`src/rtl/approx_mult_pipe_pkg.sv`:
```
// Shared defaults and the bit-exact golden model of the approximate multiplier.
// The model is written for any operand width up to MAX_W.
package approx_mult_pkg;

    localparam int DEF_WIDTH      = 8;
    localparam int DEF_TRUNC_COLS = 5;
    localparam int DEF_MASK_COLS  = 7;
    localparam int DEF_TAG_W      = 4;
    localparam int DEF_CNT_W      = 16;

    localparam int MAX_W = 16;
    localparam int MAX_P = 2 * MAX_W;

    // Column-by-column reference: OR region, maskable region, then exact ripple.
    function automatic logic [MAX_P-1:0] approx_mult_ref(
        input logic [MAX_W-1:0] a,
        input logic [MAX_W-1:0] b,
        input logic             approx,
        input logic             mask_x,
        input int               width,
        input int               trunc_cols,
        input int               mask_cols
    );
        logic [MAX_P-1:0] s;
        logic [MAX_P-1:0] c;
        logic [MAX_P-1:0] r;
        logic [MAX_P-1:0] pmask;
        logic             cy;
        logic             sk;
        logic             ck;
        s  = '0;
        c  = '0;
        r  = '0;
        cy = 1'b0;
        if (width >= MAX_W) begin
            pmask = '1;
        end else begin
            pmask = (MAX_P'(1) << (2 * width)) - MAX_P'(1);
        end
        for (int i = 0; i < width; i++) begin
            if (b[i]) begin
                if ((i % 2) == 0) begin
                    s = s + (MAX_P'(a) << i);
                end else begin
                    c = c + (MAX_P'(a) << i);
                end
            end
        end
        s = s & pmask;
        c = c & pmask;
        if (!approx) begin
            r = (s + c) & pmask;
        end else begin
            for (int k = 0; k < 2 * width; k++) begin
                sk = s[k];
                ck = c[k];
                if (k < trunc_cols) begin
                    r[k] = sk | ck;
                end else if ((k < trunc_cols + mask_cols) && !mask_x) begin
                    r[k] = (sk | ck) ^ cy;
                    cy   = (sk | ck) & cy;
                end else begin
                    r[k] = sk ^ ck ^ cy;
                    cy   = (sk & ck) | (cy & (sk ^ ck));
                end
            end
        end
        return r;
    endfunction

endpackage

```
`src/rtl/approx_mult_pipe_if.sv`:
```
// Operand/result handshake bundle of the approximate multiplier pipeline.
// The master side is the producer/consumer; the slave side is the multiplier.
interface approx_mult_pipe_if #(
    parameter int WIDTH = 8,
    parameter int TAG_W = 4
);
    logic               in_valid;
    logic               in_ready;
    logic [WIDTH-1:0]   in_a;
    logic [WIDTH-1:0]   in_b;
    logic               in_approx;
    logic               in_mask_x;
    logic [TAG_W-1:0]   in_tag;
    logic               out_valid;
    logic               out_ready;
    logic [2*WIDTH-1:0] out_product;
    logic [TAG_W-1:0]   out_tag;
    logic               out_approx;

    modport master (
        output in_valid, in_a, in_b, in_approx, in_mask_x, in_tag, out_ready,
        input  in_ready, out_valid, out_product, out_tag, out_approx
    );

    modport slave (
        input  in_valid, in_a, in_b, in_approx, in_mask_x, in_tag, out_ready,
        output in_ready, out_valid, out_product, out_tag, out_approx
    );
endinterface

```
`src/rtl/approx_mult_pipe_col_adder.sv`:
```
// Final S+C column adder with OR-only, carry-maskable and exact column regions.
// Purely combinational; exact mode bypasses the column chain with a plain add.
module approx_col_adder #(
    parameter int WIDTH      = 8,
    parameter int TRUNC_COLS = 5,
    parameter int MASK_COLS  = 7,
    localparam int P         = 2 * WIDTH
) (
    input  logic [P-1:0] s,
    input  logic [P-1:0] c,
    input  logic         approx,
    input  logic         mask_x,
    output logic [P-1:0] sum
);

    logic [P-1:0] exact_sum;
    logic [P-1:0] approx_sum;
    logic [P-1:0] cy;

    assign exact_sum = s + c;
    assign cy[0]     = 1'b0;

    // cy[k] is the carry into column k; the OR region forces it to zero.
    for (genvar k = 0; k < P; k++) begin : g_col
        if (k < TRUNC_COLS) begin : g_or
            assign approx_sum[k] = (s[k] | c[k]) ^ cy[k];
            if (k < P - 1) begin : g_carry
                assign cy[k+1] = 1'b0;
            end
        end else if (k < TRUNC_COLS + MASK_COLS) begin : g_mask
            assign approx_sum[k] = mask_x ? (s[k] ^ c[k] ^ cy[k])
                                          : ((s[k] | c[k]) ^ cy[k]);
            if (k < P - 1) begin : g_carry
                assign cy[k+1] = mask_x ? ((s[k] & c[k]) | (cy[k] & (s[k] ^ c[k])))
                                        : ((s[k] | c[k]) & cy[k]);
            end
        end else begin : g_exact
            assign approx_sum[k] = s[k] ^ c[k] ^ cy[k];
            if (k < P - 1) begin : g_carry
                assign cy[k+1] = (s[k] & c[k]) | (cy[k] & (s[k] ^ c[k]));
            end
        end
    end

    assign sum = approx ? approx_sum : exact_sum;

endmodule

```
`src/rtl/approx_mult_pipe.sv`:
```
// Two-stage pipelined accuracy-controllable WIDTH x WIDTH multiplier with a
// global-stall valid/ready handshake and a saturating approximate-op counter.
module approx_mult_pipe
    import approx_mult_pkg::*;
#(
    parameter int WIDTH      = DEF_WIDTH,
    parameter int TRUNC_COLS = DEF_TRUNC_COLS,
    parameter int MASK_COLS  = DEF_MASK_COLS,
    parameter int TAG_W      = DEF_TAG_W,
    parameter int CNT_W      = DEF_CNT_W,
    localparam int P         = 2 * WIDTH
) (
    input  logic             clk,
    input  logic             rst_n,
    approx_mult_pipe_if.slave bus,
    input  logic             cnt_clr,
    output logic [CNT_W-1:0] approx_cnt
);

    logic             adv;

    logic             s1_valid;
    logic [WIDTH-1:0] s1_a;
    logic [WIDTH-1:0] s1_b;
    logic             s1_approx;
    logic             s1_mask;
    logic [TAG_W-1:0] s1_tag;

    logic             s2_valid;
    logic [P-1:0]     s2_s;
    logic [P-1:0]     s2_c;
    logic             s2_approx;
    logic             s2_mask;
    logic [TAG_W-1:0] s2_tag;
    logic [WIDTH-1:0] s2_a;
    logic [WIDTH-1:0] s2_b;

    logic             out_valid_q;
    logic [P-1:0]     out_product_q;
    logic [TAG_W-1:0] out_tag_q;
    logic             out_approx_q;

    logic [P-1:0]     s_comb;
    logic [P-1:0]     c_comb;
    logic [P-1:0]     col_sum;
    logic [MAX_P-1:0] ref_full;
    logic [CNT_W-1:0] cnt_q;

    // One stall signal freezes every stage whenever the result is not taken.
    assign adv          = !out_valid_q || bus.out_ready;
    assign bus.in_ready = adv;

    always_ff @(posedge clk) begin
        if (!rst_n) begin
            s1_valid    <= 1'b0;
            s2_valid    <= 1'b0;
            out_valid_q <= 1'b0;
        end else if (adv) begin
            s1_valid    <= bus.in_valid;
            s2_valid    <= s1_valid;
            out_valid_q <= s2_valid;
        end
    end

    always_ff @(posedge clk) begin
        if (adv) begin
            s1_a      <= bus.in_a;
            s1_b      <= bus.in_b;
            s1_approx <= bus.in_approx;
            s1_mask   <= bus.in_mask_x;
            s1_tag    <= bus.in_tag;
            s2_s      <= s_comb;
            s2_c      <= c_comb;
            s2_approx <= s1_approx;
            s2_mask   <= s1_mask;
            s2_tag    <= s1_tag;
            s2_a      <= s1_a;
            s2_b      <= s1_b;
        end
    end

    // Even-row and odd-row partial products are summed separately.
    always_comb begin
        s_comb = '0;
        c_comb = '0;
        for (int i = 0; i < WIDTH; i++) begin
            if (s1_b[i]) begin
                if ((i % 2) == 0) begin
                    s_comb = s_comb + (P'(s1_a) << i);
                end else begin
                    c_comb = c_comb + (P'(s1_a) << i);
                end
            end
        end
    end

    approx_col_adder #(
        .WIDTH      (WIDTH),
        .TRUNC_COLS (TRUNC_COLS),
        .MASK_COLS  (MASK_COLS)
    ) u_col_adder (
        .s      (s2_s),
        .c      (s2_c),
        .approx (s2_approx),
        .mask_x (s2_mask),
        .sum    (col_sum)
    );

    // Output data only changes when a real result moves in, so bubbles keep the last value.
    always_ff @(posedge clk) begin
        if (!rst_n) begin
            out_product_q <= '0;
            out_tag_q     <= '0;
            out_approx_q  <= 1'b0;
        end else if (adv && s2_valid) begin
            out_product_q <= col_sum;
            out_tag_q     <= s2_tag;
            out_approx_q  <= s2_approx;
        end
    end

    assign bus.out_valid   = out_valid_q;
    assign bus.out_product = out_product_q;
    assign bus.out_tag     = out_tag_q;
    assign bus.out_approx  = out_approx_q;

    always_ff @(posedge clk) begin
        if (!rst_n) begin
            cnt_q <= '0;
        end else if (cnt_clr) begin
            cnt_q <= '0;
        end else if (bus.in_valid && adv && bus.in_approx && (cnt_q != '1)) begin
            cnt_q <= cnt_q + CNT_W'(1);
        end
    end

    assign approx_cnt = cnt_q;

    always_comb begin
        ref_full = approx_mult_ref(MAX_W'(s2_a), MAX_W'(s2_b), s2_approx, s2_mask,
                                   WIDTH, TRUNC_COLS, MASK_COLS);
    end

    // The column adder must agree with the golden model for every result it commits.
    always_ff @(posedge clk) begin
        if (rst_n && adv && s2_valid) begin
            assert (MAX_P'(col_sum) == ref_full);
        end
    end

endmodule

```
`src/flat_wrapper.sv`:
```
// flat-port wrapper written by rule: the top's interface ports become plain ports
module approx_mult_pipe_flat import approx_mult_pkg::*;
#(
    parameter int WIDTH      = DEF_WIDTH,
    parameter int TRUNC_COLS = DEF_TRUNC_COLS,
    parameter int MASK_COLS  = DEF_MASK_COLS,
    parameter int TAG_W      = DEF_TAG_W,
    parameter int CNT_W      = DEF_CNT_W,
    localparam int P         = 2 * WIDTH
)
  (clk, rst_n, cnt_clr, approx_cnt, bus_in_valid, bus_in_a, bus_in_b, bus_in_approx, bus_in_mask_x, bus_in_tag, bus_out_ready, bus_in_ready, bus_out_valid, bus_out_product, bus_out_tag, bus_out_approx);
  approx_mult_pipe_if #(.WIDTH(WIDTH), .TAG_W(TAG_W)) bus_i ();
  input  logic clk;
  input  logic rst_n;
  input  logic cnt_clr;
  output logic [CNT_W-1:0] approx_cnt;
  input wire logic [$bits(bus_i.in_valid)-1:0] bus_in_valid;
  input wire logic [$bits(bus_i.in_a)-1:0] bus_in_a;
  input wire logic [$bits(bus_i.in_b)-1:0] bus_in_b;
  input wire logic [$bits(bus_i.in_approx)-1:0] bus_in_approx;
  input wire logic [$bits(bus_i.in_mask_x)-1:0] bus_in_mask_x;
  input wire logic [$bits(bus_i.in_tag)-1:0] bus_in_tag;
  input wire logic [$bits(bus_i.out_ready)-1:0] bus_out_ready;
  output wire logic [$bits(bus_i.in_ready)-1:0] bus_in_ready;
  output wire logic [$bits(bus_i.out_valid)-1:0] bus_out_valid;
  output wire logic [$bits(bus_i.out_product)-1:0] bus_out_product;
  output wire logic [$bits(bus_i.out_tag)-1:0] bus_out_tag;
  output wire logic [$bits(bus_i.out_approx)-1:0] bus_out_approx;
  assign bus_i.in_valid = bus_in_valid;
  assign bus_i.in_a = bus_in_a;
  assign bus_i.in_b = bus_in_b;
  assign bus_i.in_approx = bus_in_approx;
  assign bus_i.in_mask_x = bus_in_mask_x;
  assign bus_i.in_tag = bus_in_tag;
  assign bus_i.out_ready = bus_out_ready;
  assign bus_in_ready = bus_i.in_ready;
  assign bus_out_valid = bus_i.out_valid;
  assign bus_out_product = bus_i.out_product;
  assign bus_out_tag = bus_i.out_tag;
  assign bus_out_approx = bus_i.out_approx;
  approx_mult_pipe #(.WIDTH(WIDTH), .TRUNC_COLS(TRUNC_COLS), .MASK_COLS(MASK_COLS), .TAG_W(TAG_W), .CNT_W(CNT_W)) u_core (.clk(clk), .rst_n(rst_n), .bus(bus_i), .cnt_clr(cnt_clr), .approx_cnt(approx_cnt));
endmodule
```
`config.mk`:
```
export PLATFORM = sky130hd
export DESIGN_NAME = approx_mult_pipe_flat
export DESIGN_NICKNAME = d
export VERILOG_FILES = /design/src/rtl/approx_mult_pipe_pkg.sv /design/src/rtl/approx_mult_pipe_if.sv /design/src/rtl/approx_mult_pipe_col_adder.sv /design/src/rtl/approx_mult_pipe.sv /design/src/flat_wrapper.sv
export SDC_FILE = /design/constraint.sdc
export NUM_CORES = 1
export LEC_CHECK = 0
export CORE_ASPECT_RATIO = 0.8
export CORE_MARGIN = 2
export CORE_UTILIZATION = 36
export CTS_CLUSTER_DIAMETER = 50
export DETAILED_ROUTE_END_ITERATION = 7
export HOLD_SLACK_MARGIN = 0.06
export SYNTH_ARGS = -nofsm -noshare
export SYNTH_HDL_FRONTEND = slang
export SYNTH_SLANG_ARGS = --single-unit
```
`constraint.sdc`:
```
create_clock -name clk -period 10.95 [get_ports clk]
set_clock_uncertainty 0.05 [all_clocks]
set_input_delay 1.6425 -clock clk [delete_from_list [all_inputs] [get_ports clk]]
set_output_delay 1.6425 -clock clk [all_outputs]
set_load 0.02 [all_outputs]
```
# ---- Yosys cells after proc, flatten, opt, wreduce, memory -nomap -nowiden
# Cells that the tools add are included.
dict set report word_totals {
  output_inout_bits 39
  ff_bits 100
  input_bits 27
  wordCells 130
}
dict set report op_classes {
  eq_ne 1
  add_sub_neg 8
  n_reduce_logical 7
  bitwise_logic 74
  n_mux 23
}
# operator n
set op_table {}
lappend op_table {{16-bit 2-to-1 mux} 7}
lappend op_table {{1-bit bitwise XOR} 27}
lappend op_table {{1-bit bitwise AND} 25}
lappend op_table {{1-bit OR} 21}
lappend op_table {{16-bit by 1-bit adder with 16-bit output, second input constant} 1}
lappend op_table {{16-bit by 12-bit adder with 16-bit output} 1}
lappend op_table {{16-bit by 13-bit adder with 16-bit output} 1}
lappend op_table {{16-bit by 14-bit adder with 16-bit output} 1}
lappend op_table {{16-bit by 15-bit adder with 16-bit output} 1}
lappend op_table {{16-bit adder} 1}
lappend op_table {{16-bit inequality test, second input constant} 1}
lappend op_table {{1-bit 2-to-1 mux} 14}
lappend op_table {{9-bit by 11-bit adder with 12-bit output} 1}
lappend op_table {{8-bit by 10-bit adder with 11-bit output} 1}
lappend op_table {{9-bit 2-to-1 mux} 1}
lappend op_table {{8-bit 2-to-1 mux} 1}
lappend op_table {{1-bit logical AND} 4}
lappend op_table {{2-bit OR reduction} 1}
lappend op_table {{1-bit logical NOT} 1}
lappend op_table {{1-bit logical OR} 1}
lappend op_table {{1-bit inverter} 1}

# ---- Logic depth before layout (Yosys ltp)
dict set report logic_depth {
  word_depth 28
  ltp_mapped 23
  mapped_depth_nobuf 23
}

# ---- Modules after synthesis
# Synthesis repeated with hierarchy kept, for this count alone.
dict set report unflattened {
  cells_unflattened 762
  hier_area_um2 7119.3
}
# mod area_each_um2 cells_each n_inst
set by_module_without_submodules {}
lappend by_module_without_submodules {approx_mult_pipe 5766.8 570 1}
lappend by_module_without_submodules {approx_col_adder 1352.5 192 1}

# ---- Worst setup path before layout
# No wires, ideal clock.
dict set report synth_path {
  path_kind {reg-to-reg}
  from {register u_core.s1_a[2]}
  to {register u_core.s2_c[14] (data pin)}
  synth_period_minus_slack_ps 4666
  path_slack_ps 6284
  stages_incl_launch_ff 22
  setup_time_ps 255
  t_arrival_ps 4362
  n_path_buf 0
  cell_sequence {edfxtp_1 -> and2_1 -> ha_1 -> fa_1 -> a21o_1 -> a21oi_1 -> xnor2_1 -> mux2_2 -> ha_1 -> a21o_1 -> a21oi_1 -> o21bai_1 -> a21oi_1 -> xnor2_1 -> mux2_2 -> ha_1 -> a21oi_1 -> o21ai_1 -> a21o_1 -> a21oi_1 -> xnor2_1 -> and2_1}
}
dict set report synth_via {
  elab_chain_len 7
}
# element line
set synth_lines {}
lappend synth_lines {{start, declared} approx_mult_pipe.sv:23} ;# logic [WIDTH-1:0] s1_a;
lappend synth_lines {{start signal, assigned} approx_mult_pipe.sv:67} ;# s1_a <= bus.in_a;
lappend synth_lines {{9-bit 2-to-1 mux} approx_mult_pipe.sv:87} ;# if (s1_b[i]) begin
lappend synth_lines {{9-bit by 11-bit adder with 12-bit output} approx_mult_pipe.sv:91} ;# c_comb = c_comb + (P'(s1_a) << i);
lappend synth_lines {{16-bit 2-to-1 mux} approx_mult_pipe.sv:87}
lappend synth_lines {{16-bit by 13-bit adder with 16-bit output} approx_mult_pipe.sv:91}
lappend synth_lines {{16-bit 2-to-1 mux} approx_mult_pipe.sv:87}
lappend synth_lines {{16-bit by 15-bit adder with 16-bit output} approx_mult_pipe.sv:91}
lappend synth_lines {{16-bit 2-to-1 mux (*)} approx_mult_pipe.sv:87}
lappend synth_lines {{end signal, assigned} approx_mult_pipe.sv:73} ;# s2_c <= c_comb;
lappend synth_lines {{end, declared} approx_mult_pipe.sv:31} ;# logic [P-1:0] s2_c;
# Mark *: on every way between the ends. The rest lies on a longest branch, timed or not.
# A chain may end at the register's enable or synchronous reset.

# ---- Final worst setup path
# Same ends and word-level chain as after synthesis.

==> results.tsv <==
stage	metric	value	unit
critical_path	crit path max fanout	8	
job	max cap viols	0	
clock_network	Clock Path Buffers	2	
finish	Post-Layout Cell Count	1001	
synth	syn avg cell area	9.84	um2
grt	initial antenna violation count	0	
critical_path	Worst Setup SP	u_core.s1_a[2]	
clock_network	Root Buffer	clkbuf_16	
drt	DR pass1 iterations	4	
clock_network	cts hold-fix bufs	0	
timing	# setup viols final	0	
critical_path	R2R Setup Slk	5.81	ns
floorplanning	I/O pins	66	
finish	post-layout net count	846	
grt	Total GRT Usage	15.3	%
synth	largest area contributor in the netlist	edfxtp_1	
grt	vias in the first global route	4994	
clock_network	Clk pin slew, worst setup/hold paths	0.08	ns
synth	#FFs+latches synth	98	
finish	most common cell after layout, fill and taps aside	ha_1	
synth	post-synthesis sequential area ratio	37.5	%
clock_network	total CTS buffers	9	
synth	share of the synthesized area in the top cell type	25.7	%
critical_path	Crit path arrival time	5.20	ns
place	port bufs	65	
drt	antenna viol nets, final	0	
synth	async set-reset flop share out of synthesis	0	%
finish	Area growth syn-to-layout	17.4	%
grt	first-pass GRT wire length	24.6	mm
finish	share of cells above drive strength 1	7.35	%
critical_path	Worst Setup EP	u_core.s2_c[14]	
drt	WL/cell	14.7	um
timing	final hold vios	0	
place	dpl cells	985	
pwr	Peak supply drop	0.0000687	V
timing	post-route minimum period	5.14	ns
critical_path	Startpoint Class	flip-flop	
clock_network	Post-CTS Repair Setup Buffers	0	
timing	crit share post-route	46.9	%
critical_path	Req. time, crit path	11.01	ns
place	gpl congestion	0.857	
floorplanning	Die Span Y	127	um
synth	Cell Area, Synth	0.00678	mm2
finish	fillers	1753	
drt	via/cell ratio	5.05	
drt	Detailed Route Iter0 Violations	261	
timing	Fmax	195	MHz
timing	Slew Viols, Final	0	
synth	synthesized instance count	689	
place	DP Wirelength	10.9	mm
synth	synth top area cells	edfxtp_1 26%, ha_1 12%, dfxtp_1 12%	
critical_path	Worst R2R Start	u_core.s1_a[2]	
grt	pin count of the biggest net entering global routing	56	
hold_path	Hold Path Stages	0	
grt	grt ovf	0	
drt	final wirelength	14.7	mm
pwr	Pwr Density	162	mW/mm2
drt	DRC	0	
synth	synth unique cells	61	
critical_path	Crit. End Element	flip-flop	
finish	Final Util	43.6	%
finish	most frequent cells in the layout	66 x ha_1, 65 x clkdlybuf4s50_1, 58 x edfxtp_1, 51 x a21oi_1, 49 x nand2_1	
floorplanning	die area	0.0200	mm2
floorplanning	die width	157	um
pwr	P_leak	3.32	nW
synth	Synth Flop Type	edfxtp_1	
critical_path	r2r endpoint	u_core.s2_c[14]	
clock_network	H-tree levels	3	
clock_network	CTS resizes	0	
place	pre-CTS setup slack	5.87	ns
clock_network	Clock Sinks	98	
critical_path	Setup CP Type	flip-flop to flip-flop	
critical_path	Reg2Reg Depth	21	
clock_network	worst skew pair latency	0.36	ns
outcome	status	finished, final reports clean	
finish	ant diodes	0	
timing	RSZ-0062 raised after global routing	no	
drt	via count	5059	
floorplanning	row cnt	44	
timing	slew at the pin closest to its max-slew limit	0.935	ns
synth	EDFF count, synth	58	
floorplanning	Initial Util	37.1	%
synth	Synth Net Count	792	
timing	Setup WS post-layout	5.81	ns
synth	YS warnings	0	
hold_path	HP Class	flip-flop to flip-flop	
timing	final setup TNS	0	ns
floorplanning	Core Region	0.0183	mm2
timing	Slew Limit Headroom	37.6	%
clock_network	CTS tree	yes	
worst min path at each step:
stage                     start                to  slack [ns]
6_report         u_core.s1_mask    u_core.s2_mask        0.37
5_1_grt          u_core.s1_mask    u_core.s2_mask        0.38
3_3_place_gp   u_core.s1_tag[2]  u_core.s2_tag[2]        0.36
2_1_floorplan  u_core.s1_approx  u_core.s2_approx        0.35
4_1_cts          u_core.s1_mask    u_core.s2_mask        0.37
3_5_place_dp     u_core.s1_mask    u_core.s2_mask        0.35
flip-flops by register name, summed over array words and instances, names as in the netlist:
| name | count |
|---|---|
| u_core.s2_c | 15 |
| u_core.s1_mask | 1 |
| u_core.bus.out_valid | 1 |
| u_core.s2_valid | 1 |
| u_core.bus.out_product | 16 |
| u_core.s1_approx | 1 |
| u_core.bus.out_approx | 1 |
| u_core.s1_tag | 4 |
| u_core.s2_approx | 1 |
| u_core.approx_cnt | 16 |
| u_core.s2_s | 15 |
| u_core.bus.out_tag | 4 |
| u_core.s2_mask | 1 |
| u_core.s2_tag | 4 |
| u_core.s1_b | 8 |
| u_core.s1_valid | 1 |
| u_core.s1_a | 8 |
per-stage QoR:
| step | total power [W] | instance area [um2] | hold WS, ns |
|---|---|---|---|
| after floorplan | 0.000861 | 6780 | 0.350 |
| after global placement | 0.000959 | 7660 | 0.357 |
| after detailed placement | 0.000972 | 7660 | 0.355 |
| after CTS | 0.00130 | 7960 | 0.373 |
| after global routing | 0.00139 | 7960 | 0.380 |
| final | 0.00129 | 7960 | 0.373 |
where the power goes:
part / total (W) / switching [W] / internal (W)
Sequential: 0.000475 / 0.0000373 / 0.000437
Combinational: 0.000496 / 0.000268 / 0.000228
Clock: 0.000320 / 0.000157 / 0.000163
Total: 0.00129 / 0.000463 / 0.000828
cell families after synthesis:
family                     synth area share [%]
and+or+nand+nor                            14.1
AOI/OAI and AO/OA                          17.2
DFF                                        37.5
adders and majority gates                  15.1
buffers and inverters                      4.04
xor gates and xnor gates                   6.84
muxes                                      5.20
cell type report:
cell class | instances | area, um2 | share of cell area, %
Timing Repair Buffer | 67 | 666 | 8.36
Tap cell | 253 | 317 | 3.98
Inverter | 42 | 158 | 1.98
Multi-Input combinational cell | 525 | 3970 | 49.9
Clock buffer | 9 | 225 | 2.83
Clock inverter | 7 | 81.3 | 1.02
Sequential cell | 98 | 2540 | 31.9
cells in the mapped netlist, drive strengths merged (11+ instances only):
| master | n |
|---|---|
| a211oi | 15 |
| a21o | 21 |
| a21oi | 51 |
| and2 | 20 |
| clkbuf | 16 |
| dfxtp | 40 |
| edfxtp | 58 |
| ha | 66 |
| inv | 41 |
| mux2 | 26 |
| nand2 | 50 |
| nand3 | 15 |
| nor2 | 44 |
| nor2b | 11 |
| o21ai | 37 |
| o21bai | 12 |
| xnor2 | 30 |
| xor2 | 23 |
worst max-delay path, stage by stage (launching register included):
cell,delay (ns)
edfxtp_1,0.57
and2_1,0.26
ha_1,0.22
fa_1,0.42
a21o_1,0.19
a21oi_1,0.17
xnor2_1,0.08
mux2_2,0.28
ha_1,0.33
a21o_1,0.19
a21oi_1,0.21
o21bai_1,0.10
a21oi_1,0.23
xnor2_1,0.09
mux2_2,0.28
ha_1,0.33
a21oi_1,0.17
o21ai_1,0.12
a21o_1,0.19
a21oi_1,0.17
xnor2_1,0.07
and2_1,0.18
layer usage:
metal / share of wire [%] / global-route usage (%)
met5: 0 / 0
met3: 3.7 / 3.66
met4: 0.95 / 3.53
met2: 44 / 24.4
met1: 51 / 21.2
(Power assumes the default switching activity.)
==> RTL edit: new RTL, config.mk and constraints unchanged <==
Reset style: asynchronous (`rst_n`), changed in 3 clocked blocks.
--- a/src/rtl/approx_mult_pipe.sv
+++ b/src/rtl/approx_mult_pipe.sv
@@ -50,7 +50,7 @@
     assign adv          = !out_valid_q || bus.out_ready;
     assign bus.in_ready = adv;
 
-    always_ff @(posedge clk) begin
+    always_ff @(posedge clk or negedge rst_n) begin
         if (!rst_n) begin
             s1_valid    <= 1'b0;
             s2_valid    <= 1'b0;
@@ -107,7 +107,7 @@
     );
 
     // Output data only changes when a real result moves in, so bubbles keep the last value.
-    always_ff @(posedge clk) begin
+    always_ff @(posedge clk or negedge rst_n) begin
         if (!rst_n) begin
             out_product_q <= '0;
             out_tag_q     <= '0;
@@ -124,7 +124,7 @@
     assign bus.out_tag     = out_tag_q;
     assign bus.out_approx  = out_approx_q;
 
-    always_ff @(posedge clk) begin
+    always_ff @(posedge clk or negedge rst_n) begin
         if (!rst_n) begin
             cnt_q <= '0;
         end else if (cnt_clr) begin
Check against the original RTL: not equivalent (Yosys sat finds a counterexample within 4 cycles, from zero or initial values and one cycle with rst_n low; the reset may be asserted at any time).
==> RTL edit against the original RTL <==
  * Sequential cell count unchanged
  * Core utilization decreased by 0.21 points
  * Worst setup slack improved by 66 ps
  * Routed wire length increased by 1.8%
  * Die area increased by 3.3%
  * Critical path depth decreased by 2
  * Area after synthesis increased by 3.4%
  * Cell area increased by 3.6%
Power is not compared: it rests on default switching activity, and its combinational part moved more than twofold at a synthesized area within 25%.
==> RTL edit: results (changes against the original RTL) <==
First-pass DRT Iterations 6 (+2); vias in the first global route 4,919 (-1.5%); worst-skew pair later-pin latency between 300 and 400 ps; Worst Path Max Fanout 8 (unchanged); Placement Setup Slack 5910 ps (+34.6 ps); met3 Usage GRT 0.0290 (-0.00754); status finished, final reports clean; first-pass GRT wire length 25.1 mm (+2.2%); class of the worst hold path flop to flop; GR Util met1 0.228 (+0.0158); Worst Max-Slew Pin Slew 922 ps (-13.1 ps); initial drt markers 245 (-6.1%); Post-synth top cells nand2_1, ha_1, edfxtp_1, inv_1, dfrtp_1; HPWL Detailed 11.3 mm (+3.6%); pin count of the biggest net entering global routing 63 (+13%); PostCTS Resize Cnt 0 (unchanged); DR vias/cell 5.05 (about the same); post-CTS setup buffers 0 (unchanged); fraction of registers with async set or reset after synthesis 0.408 (+0.408); met2 Usage GRT 0.223 (-0.0207); share of cells above drive strength 1 0.0872 (+0.0137); Seq/Total Area, Yosys 0.391 (+0.0164); largest cells by area after synthesis edfxtp_1, dfrtp_1, ha_1; syn nets 804 (+1.5%); GP Congestion 0.828 (-3.4%); total global-route track usage 0.152 (-0.00128); clock-pin slew on the worst setup and hold paths 70 ps; Hold Startpoint u_core.s1_tag[1]; critical path's top delay family adder cells; Layout fillers 1,847 (+5.4%); unique cell type count in the Yosys netlist 67 (+9.8%); final net count 855 (+1.1%); total wire length 15.0 mm (+1.8%); Vias 5,127 (+1.3%); Post-synth EDFFs 58 (unchanged); Post-Syn Instances 701 (+1.7%); Placed Area 0.00789 sq mm (+3.1%); placed cell count 999 (+1.4%); Slowest cell on crit path edfxtp_1; Diodes inserted 0 (unchanged)
## RTL edit: cell count changes after synthesis, sizes merged, moves of 6 or more
cell and change:
dfxtp -40, dfrtp +40, a21oi -9, a21boi -9, o21bai -6, nand2 +23
nor2 -7
## RTL edit: worst paths after layout
check                                             end  slack (ps)  cells past startpoint
max                                   u_core.s2_s[11]        5880                     19
min                                  u_core.s2_tag[1]         370                      0
min in group asynchronous       u_core.approx_cnt[14]        1370                      1
max reg2reg                           u_core.s2_s[11]        5880                     19
min reg2reg                          u_core.s2_tag[1]         370                      0
max in group asynchronous  u_core.bus.out_product[11]        8920                      1
## RTL edit: metal layers
metal,part of all wire,vias up
li1,-,2613
met5,0,-
met2,0.40,119
met3,0.048,24
met1,0.53,2371
met4,0.017,0
## RTL edit: layout make-up
| class | instances | area, sq um | area share |
|---|---|---|---|
| clock buffers | 9 | 225 | 0.0273 |
| clock inverters | 7 | 135 | 0.0164 |
| inverters | 45 | 169 | 0.0205 |
| multi-input cells | 532 | 4000 | 0.485 |
| flip-flops and latches | 98 | 2740 | 0.332 |
| well taps | 258 | 323 | 0.0391 |
| repair buffers | 66 | 653 | 0.0792 |
## RTL edit: report_power, final
| group | total [W] | switching [W] | internal, W | leakage (nW) |
|---|---|---|---|---|
| combinational | 0.00110 | 0.000598 | 0.000506 | 2.27 |
| clock | 0.000379 | 0.000151 | 0.000228 | 0.175 |
| sequential | 0.000615 | 0.0000912 | 0.000523 | 1.11 |
| total | 0.00210 | 0.000840 | 0.00126 | 3.55 |
## RTL edit: kinds of logic after synthesis
logic type | synth area share
AOI/OAI and AO/OA | 0.159
muxes | 0.0541
xor gates and xnor gates | 0.0662
adders and majority gates | 0.146
DFF | 0.391
and+or+nand+nor | 0.144
buffers and inverters | 0.0387
